==> config.mk <==
export PLATFORM = sky130hd
export DESIGN_NAME = lsu_mem_master
export DESIGN_NICKNAME = d
export VERILOG_FILES = /design/src/rtl/lsu_mem_master.sv
export SDC_FILE = /design/constraint.sdc
export NUM_CORES = 1
export LEC_CHECK = 0
export ABC_AREA = 1
export BUFFER_PORTS_ARGS = -buffer_cell sky130_fd_sc_hd__buf_4
export CORE_MARGIN = 8
export CORE_UTILIZATION = 40
export CTS_CLUSTER_SIZE = 10
export DETAILED_ROUTE_END_ITERATION = 12
export PLACE_DENSITY = 0.59
export SYNTH_ARGS = -nofsm -noshare
export SYNTH_HDL_FRONTEND = slang
export SYNTH_SLANG_ARGS = --single-unit
==> constraint.sdc <==
create_clock -name clk -period 6.2 [get_ports clk]
set_input_delay 0.93 -clock clk [delete_from_list [all_inputs] [get_ports clk]]
set_output_delay 0.93 -clock clk [all_outputs]
set_load 0.05 [all_outputs]
==> src/rtl/lsu_mem_master.sv <==
// Data-memory initiator for the core's load/store unit.
// Every access first probes the RAM with a read (CHECK). Stores and AMOs only
// write in a separate WRITE cycle, so an address that faults never gets written.
module lsu_mem_master #(
    parameter int XLEN            = 64,
    parameter bit CHECK_AMO_ALIGN = 1'b1
) (
    input  logic            clk,
    input  logic            reset,
    input  logic            req_valid,
    output logic            req_ready,
    input  logic [1:0]      req_kind,
    input  logic [1:0]      req_size,
    input  logic            req_unsigned,
    input  logic [4:0]      req_amo_op,
    input  logic [XLEN-1:0] req_addr,
    input  logic [XLEN-1:0] req_wdata,
    output logic            rsp_valid,
    input  logic            rsp_ready,
    output logic [XLEN-1:0] rsp_data,
    output logic [1:0]      rsp_exception,
    output logic            mem_enable,
    output logic [XLEN-1:0] mem_addr,
    output logic [XLEN-1:0] mem_data,
    output logic [1:0]      mem_memo,
    output logic [7:0]      mem_mask,
    input  logic [XLEN-1:0] mem_resp,
    input  logic [1:0]      mem_exception
);

    localparam logic [1:0] IDLE  = 2'd0;
    localparam logic [1:0] CHECK = 2'd1;
    localparam logic [1:0] WRITE = 2'd2;
    localparam logic [1:0] RESP  = 2'd3;

    localparam logic [1:0] KIND_LOAD  = 2'b00;
    localparam logic [1:0] KIND_STORE = 2'b01;
    localparam logic [1:0] KIND_AMO   = 2'b10;
    localparam logic [1:0] KIND_ILL   = 2'b11;

    localparam logic [1:0] EXC_MISALIGN = 2'b01;
    localparam logic [1:0] EXC_ILLEGAL  = 2'b11;

    localparam logic [1:0] SIZE_H = 2'd1;
    localparam logic [1:0] SIZE_W = 2'd2;
    localparam logic [1:0] SIZE_D = 2'd3;

    logic [1:0]      state;
    logic [1:0]      kind_q;
    logic [1:0]      size_q;
    logic            unsigned_q;
    logic [4:0]      amo_op_q;
    logic [XLEN-1:0] addr_q;
    logic [XLEN-1:0] wdata_q;
    logic [XLEN-1:0] old_q;
    logic [XLEN-1:0] rsp_data_q;
    logic [1:0]      rsp_exc_q;
    logic [XLEN-1:0] alu_out;
    logic [7:0]      size_mask;
    logic            amo_misaligned;

    // Sign- or zero-extend the low 1/2/4 bytes; doubles pass through.
    function automatic logic [XLEN-1:0] extend(
        input logic [XLEN-1:0] d,
        input logic [1:0]      size,
        input logic            zext
    );
        logic [XLEN-1:0] r;
        case (size)
            2'd0:    r = {{(XLEN-8){d[7] & ~zext}}, d[7:0]};
            2'd1:    r = {{(XLEN-16){d[15] & ~zext}}, d[15:0]};
            2'd2:    r = {{(XLEN-32){d[31] & ~zext}}, d[31:0]};
            default: r = d;
        endcase
        return r;
    endfunction

    // Word operands are sign-extended to full width so one pair of 64-bit
    // comparators serves both sizes: sign extension preserves both the signed
    // and the unsigned ordering of 32-bit values. Word results keep [31:0] only.
    function automatic logic [XLEN-1:0] amo_alu(
        input logic [4:0]      op,
        input logic            is_word,
        input logic [XLEN-1:0] a,
        input logic [XLEN-1:0] b
    );
        logic [XLEN-1:0] aa;
        logic [XLEN-1:0] bb;
        logic [XLEN-1:0] r;
        logic            lt_s;
        logic            lt_u;
        if (is_word) begin
            aa = {{(XLEN-32){a[31]}}, a[31:0]};
            bb = {{(XLEN-32){b[31]}}, b[31:0]};
        end else begin
            aa = a;
            bb = b;
        end
        lt_s = $signed(aa) < $signed(bb);
        lt_u = aa < bb;
        case (op)
            5'b00001: r = bb;
            5'b00000: r = aa + bb;
            5'b00100: r = aa ^ bb;
            5'b01100: r = aa & bb;
            5'b01000: r = aa | bb;
            5'b10000: r = lt_s ? aa : bb;
            5'b10100: r = lt_s ? bb : aa;
            5'b11000: r = lt_u ? aa : bb;
            5'b11100: r = lt_u ? bb : aa;
            default:  r = aa;
        endcase
        if (is_word) begin
            r = {{(XLEN-32){1'b0}}, r[31:0]};
        end
        return r;
    endfunction

    assign alu_out   = amo_alu(amo_op_q, size_q == SIZE_W, old_q, wdata_q);
    assign req_ready = (state == IDLE) && !reset;
    assign rsp_valid = (state == RESP);
    assign rsp_data  = rsp_data_q;
    assign rsp_exception = rsp_exc_q;
    assign mem_addr  = addr_q;

    // Natural-alignment test for an incoming AMO (only W/D reach this check).
    always_comb begin
        amo_misaligned = 1'b0;
        if (req_size == SIZE_W) begin
            amo_misaligned = (req_addr[1:0] != 2'b00);
        end else if (req_size == SIZE_D) begin
            amo_misaligned = (req_addr[2:0] != 3'b000);
        end
    end

    // Byte-lane write mask for the latched access size.
    always_comb begin
        case (size_q)
            2'd0:    size_mask = 8'h01;
            SIZE_H:  size_mask = 8'h03;
            SIZE_W:  size_mask = 8'h0F;
            default: size_mask = 8'hFF;
        endcase
    end

    // RAM control: probe read in CHECK, write in WRITE, all quiet under reset.
    always_comb begin
        mem_enable = 1'b0;
        mem_memo   = '0;
        mem_mask   = '0;
        mem_data   = '0;
        if (!reset) begin
            case (state)
                CHECK: begin
                    mem_enable = 1'b1;
                end
                WRITE: begin
                    mem_enable = 1'b1;
                    mem_memo   = 2'b01;
                    mem_mask   = size_mask;
                    mem_data   = (kind_q == KIND_AMO) ? alu_out : wdata_q;
                end
                default: begin
                end
            endcase
        end
    end

    // Request FSM: latch, screen, probe, optionally write, then hold the response.
    always_ff @(posedge clk) begin
        if (reset) begin
            state      <= IDLE;
            kind_q     <= '0;
            size_q     <= '0;
            unsigned_q <= 1'b0;
            amo_op_q   <= '0;
            addr_q     <= '0;
            wdata_q    <= '0;
            old_q      <= '0;
            rsp_data_q <= '0;
            rsp_exc_q  <= '0;
        end else begin
            case (state)
                IDLE: begin
                    if (req_valid) begin
                        kind_q     <= req_kind;
                        size_q     <= req_size;
                        unsigned_q <= req_unsigned;
                        amo_op_q   <= req_amo_op;
                        addr_q     <= req_addr;
                        wdata_q    <= req_wdata;
                        rsp_data_q <= '0;
                        rsp_exc_q  <= '0;
                        if ((req_kind == KIND_ILL) ||
                            ((req_kind == KIND_AMO) && (req_size < SIZE_W))) begin
                            rsp_exc_q <= EXC_ILLEGAL;
                            state     <= RESP;
                        end else if (CHECK_AMO_ALIGN && (req_kind == KIND_AMO) &&
                                     amo_misaligned) begin
                            rsp_exc_q <= EXC_MISALIGN;
                            state     <= RESP;
                        end else begin
                            state <= CHECK;
                        end
                    end
                end
                CHECK: begin
                    old_q <= mem_resp;
                    if (mem_exception != 2'b00) begin
                        rsp_exc_q  <= mem_exception;
                        rsp_data_q <= '0;
                        state      <= RESP;
                    end else if (kind_q == KIND_LOAD) begin
                        rsp_data_q <= extend(mem_resp, size_q, unsigned_q);
                        state      <= RESP;
                    end else begin
                        state <= WRITE;
                    end
                end
                WRITE: begin
                    if (kind_q == KIND_STORE) begin
                        rsp_data_q <= '0;
                    end else begin
                        rsp_data_q <= extend(old_q, size_q, 1'b0);
                    end
                    state <= RESP;
                end
                default: begin
                    if (rsp_ready) begin
                        state <= IDLE;
                    end
                end
            endcase
        end
    end

endmodule

# Yosys cells after proc, flatten, opt, wreduce, memory -nomap -nowiden
# Cells that the tools add are included.
# Widths: inputs -> output; s select.
# totals
regBits,270
input_bits,208
out_inout_bits,207
wordCells,102
# op_classes
add_sub_neg,1
order_cmp,3
eq_ne,22
n_mux,39
bitwise_logic,7
n_reduce_logical,20
# ops
cell,count
$mux 64,14
$pmux 64 s3,3
$pmux 64 s9,1
$lt 64x64->1,2
$add 64x64->64,1
$and 64x64->64,1
$or 64x64->64,1
$xor 64x64->64,1
$pmux 8 s3,1
$eq 5x5->1 const B,4
$eq 2x2->1 const B,8
$mux 8,2
$mux 2,7
$eq 5x4->1 const B,2
$mux 1,9
$eq 2x1->1 const B,3
$logic_not 2->1,3
$pmux 2 s3,1
$reduce_and 3->1,2
$reduce_bool 2->1,3
$reduce_bool 3->1,2
$eq 5x1->1 const B,1
$eq 5x3->1 const B,1
$logic_not 5->1,1
12 further kinds,18

# Longest topological paths before layout
# logic_depth
word_depth,9
ltp_mapped,29
mapped_depth_nobuf,24

# Worst setup path before layout
# No wires, ideal clock.
# synth_timing
kind,flip-flop to output port
startpoint,reg size_q[1]
endpoint,out mem_data[32]
arrival_time_ps,3973
t_required_ps,5270
setup_slack_ps,1297
path_stages_with_launch,25
path_buffers,6
cell_sequence,dfxtp_1 -> buf_2 -> inv_1 -> nor2_1 -> clkbuf_1 -> buf_2 -> o21ai_0 -> inv_1 -> ha_1 -> inv_2 -> nand4_1 -> nor2_1 -> nand3_1 -> nor2_1 -> nand2_2 -> buf_2 -> nand3_1 -> nand2_1 -> buf_4 -> buf_6 -> nor2_1 -> nor2_1 -> nand3_1 -> nand2_1 -> a21oi_1
# synth_between
elab_chain_cells,9
# synth_lines
item,line,text
"start, declared",50,logic [1:0] size_q;
"start signal, assigned",187,size_q <= req_size;
$eq 2x2->1 (*),119,"assign alu_out = amo_alu(amo_op_q, size_q == SIZE_W, old_q, wdata_q);"
$mux 64,92,if (is_word) begin
$lt 64x64->1 (on tied branches),"100, 99",
$mux 64 (on tied branches),--,
$pmux 64 s9,101,case (op)
$mux 64 (*),113,if (is_word) begin
$mux 64 (*),161,mem_data = (kind_q == KIND_AMO) ? alu_out : wdata_q;
$mux 64 (*),153,case (state)
$mux 64 (*),152,if (!reset) begin
"end, declared",24,"output logic [XLEN-1:0] mem_data,"
# Every way passes the cells marked *; elsewhere a longest branch is shown, timed or not.

# Worst setup path after layout
# layout_timing
startpoint,reg wdata_q[31]
endpoint,out mem_data[52]
# layout_between
elab_chain_cells,8
# layout_lines
item,line,text
"start, declared",54,logic [XLEN-1:0] wdata_q;
"start signal, assigned",191,wdata_q <= req_wdata;
$mux 64 (*),92,
$lt 64x64->1 (on tied branches),"100, 99",
$mux 64 (on tied branches),--,
$pmux 64 s9 (*),101,
$mux 64 (*),113,
$mux 64 (*),161,
$mux 64 (*),153,
$mux 64 (*),152,
# Marked as above.

==> metrics.txt <==
Data required, critical path=5.27 ns; Seq/Total Area, Yosys=20.8%; grt ovf=0; count of cell types in the netlist=44; grt met1 use=46.0%; largest net degree at the start of global routing=129; EDFF count, synth=0; crit path max-delay cell type=ha_1; Async SR Flop Fraction=0%; Die W=between 200 and 300 µm; fin crit period=6.07 ns; IO Count=415; Setup-failing EPs final=0; met2 GRT Util=between 50% and 60%; Arrival @ worst endpoint=5.14 ns; CTS buffer count=36; Worst path max stage delay=0.44 ns; syn_nets=4,935; max_cap viols=0; CP Class=flop to output pin; die area=0.0734 mm²; Final HPWL DP=100,000 µm; Core ar.=approximately 0.064 mm²; final cell count without fillers=5,661; Slew Limit Headroom=21.6%; layout cells sized above 1=13.1%; CP delay by family, top=simple AND/OR/NAND/NOR gates; synthesized area per cell=roughly 5.7 µm²; CP most frequent cell=nand2_1; clk_skew=0.0277 ns; chip height=271 µm; Synth Instances=4,530; worst path bufs/invs=4; Max Slew Vio Count=0; RSZ-0062 raised after global routing=no; setup total negative slack=0 ns; GPL Wtd Cong=between 1 and 1.5; PwrDens=around 600 mW/mm²; Via Count=32,400; Synth Register Bits=270; synthesized area=0.0260 mm²; clk sinks=between 200 and 300; largest cells by area after synthesis=dfxtp_1 (21%), nand2_1 (15%), nand3_1 (9.6%); minimum hold slack=0.465 ns; Setup crit start kind=flop; htree depth=2; Final Hold Vio Count=0; cell with the most instances after synthesis=nand2_1; drt first pass iters=6; worst skew pair latency=a little under 0.6 ns; Worst Path Max Fanout=32; final period utilization=a little over nine tenths; top cell type by total area after synthesis=dfxtp_1; hold crit path type=flop to flop; TritonCTS clock tree=built; Initial Util=about two fifths; Fmax=0.165 GHz; initial antenna violation count=7; wire length per cell=23.0 µm; post-placement cell area=0.0298 mm²; run status=finished clean; CTS root buf=clkbuf_16; Worst-path clk slew=around 0.070 ns; Worst IR Drop VDD=0.456 mV; DRT iter0 DRCs=3,586; worst-margin pin slew=1.18 ns; routed wire length=approximately 130,000 µm; Longest Clk Path Bufs=3; All-Layer GR Usage=33.3%; Post-synth top cells=nand2_1 (1,008), nor2_1 (659), nand3_1 (498); Site Rows=93; ANT nets after route=0; main flop type after synthesis=dfxtp_1; global-route wire length before repair=192,000 µm; leakage power total=14.7 nW; CP Cell Sequence=inv_1, nand2_1, buf_12, o21ai_1, inv_1, ha_1, a21oi_1, nor2_1, nor2_1, nand2_1, a21oi_1, nor2_1, nor2_1, nand2_1, nand2_1, nand3_1, nand2_1, nor2_1, nand3_1, nand2_1, a21oi_1, buf_4; DP Cell Count=between 5,000 and 6,000; Synth-to-Final Area Change=19.9%; I/O Buffers=413; design area=0.0312 mm²; GR peak layer=met2; met3 global-route usage=9.48%; Ys Warns=0; Final nets=between 5,000 and 6,000; vias per cell=5.73; number of global-route vias before repair=29,600; CP Capture Type=output pin; Yosys top cell area share=about 21%; DRC viols=0
-- area by class of cell --
class	count	area, µm²
antenna	2	5.00
tap	855	1070
inverter	436	1640
sequential	270	5410
clock buffer	46	948
clock inverter	10	169
multi-input combinational	3544	18000
timing repair buffer	498	3950
fill	7082	33200
-- power breakdown --
group	switching (mW)	leakage, nW	total (mW)	internal, mW
Clock	0.861	0.539	2.03	1.17
Sequential	0.532	2.22	2.68	2.15
Combinational	10.2	11.9	14.5	4.36
Total	11.6	14.7	19.3	7.68
-- through the flow --
stage	power, mW	utilization [%]	worst slack, ns
floorplan	12.2	-	1.30
global placement	16.5	46.4	0.394
detailed placement	16.5	46.4	0.373
CTS	18.6	48.1	0.0668
global route	20.7	48.5	0.0154
finish	19.3	48.5	0.135
-- logic make-up after synthesis --
group,Yosys count,share of synthesized area (%)
compound gates,1111,23.4
fa+ha+maj,197,9.51
buf+inv,716,11.0
flops,270,20.8
other cells,1,0.0144
simple gates,2235,35.3
-- timing repair --
action	4_1_cts	5_1_grt
setup buffers	0	5
hold buffers	0	0
pin swaps	0	2
gates resized for setup	7	47
endpoints found under the setup margin	31	59
-- state kept, by name, indices dropped and copies added, names as in the netlist --
register and cells:
kind_q 2, mem_addr 64, wdata_q 64, state 2
rsp_exception 2, rsp_data 64, amo_op_q 5, old_q 64
size_q 2, unsigned_q 1
-- final timing paths --
path,cells past startpoint,to,slack [ns],from
hold reg to reg,2,rsp_data[63],0.47,rsp_data[63]
setup / recovery,22,mem_data[52],0.13,wdata_q[31]
hold / removal,2,rsp_data[63],0.47,rsp_data[63]
setup reg to reg,8,rsp_data[30],3.06,state[0]
-- layout by cell type, fill, tap and decap left out, types with 3 or more instances in the layout --
master,count
o21bai_1,17
or2_2,6
a211oi_1,45
ha_1,194
clkinv_2,5
o21a_1,34
nor3_1,15
clkbuf_16,36
nor2_4,7
nand4_1,27
nand2_2,3
buf_4,479
a21boi_0,5
nand3_1,495
a21o_1,3
clkinv_1,5
nand3_2,4
o22ai_1,124
inv_1,417
nand2_4,3
o211ai_1,4
nor2_2,3
o21ai_1,39
o21ai_2,26
buf_12,15
a2111oi_0,4
nor4_1,3
inv_2,11
nand3b_1,7
clkbuf_1,9
nand2_1,1005
a21oi_2,9
o221ai_1,13
a221oi_1,3
a21oi_1,365
buf_6,3
dfxtp_1,270
o21ai_0,414
nor2_1,650
-- layer usage --
metal / part of all wire (%) / wire, µm / up-vias
met5: 0.031 / 41 / -
met3: 11 / 14700 / 174
li1: - / - / 15500
met2: 43 / 55800 / 1618
met1: 43 / 56400 / 15100
met4: 2.5 / 3280 / 6
-- worst reg2reg max path: stages, from the launching register on --
cell and delay [ns]:
dfxtp_1 0.40, ha_2 0.88, inv_2 0.08, buf_4 0.31, nor2_1 0.27, inv_1 0.42, o22ai_1 0.45, nand2_1 0.12
a21oi_1 0.14
No activity file was read; power rests on OpenSTA's default activity.
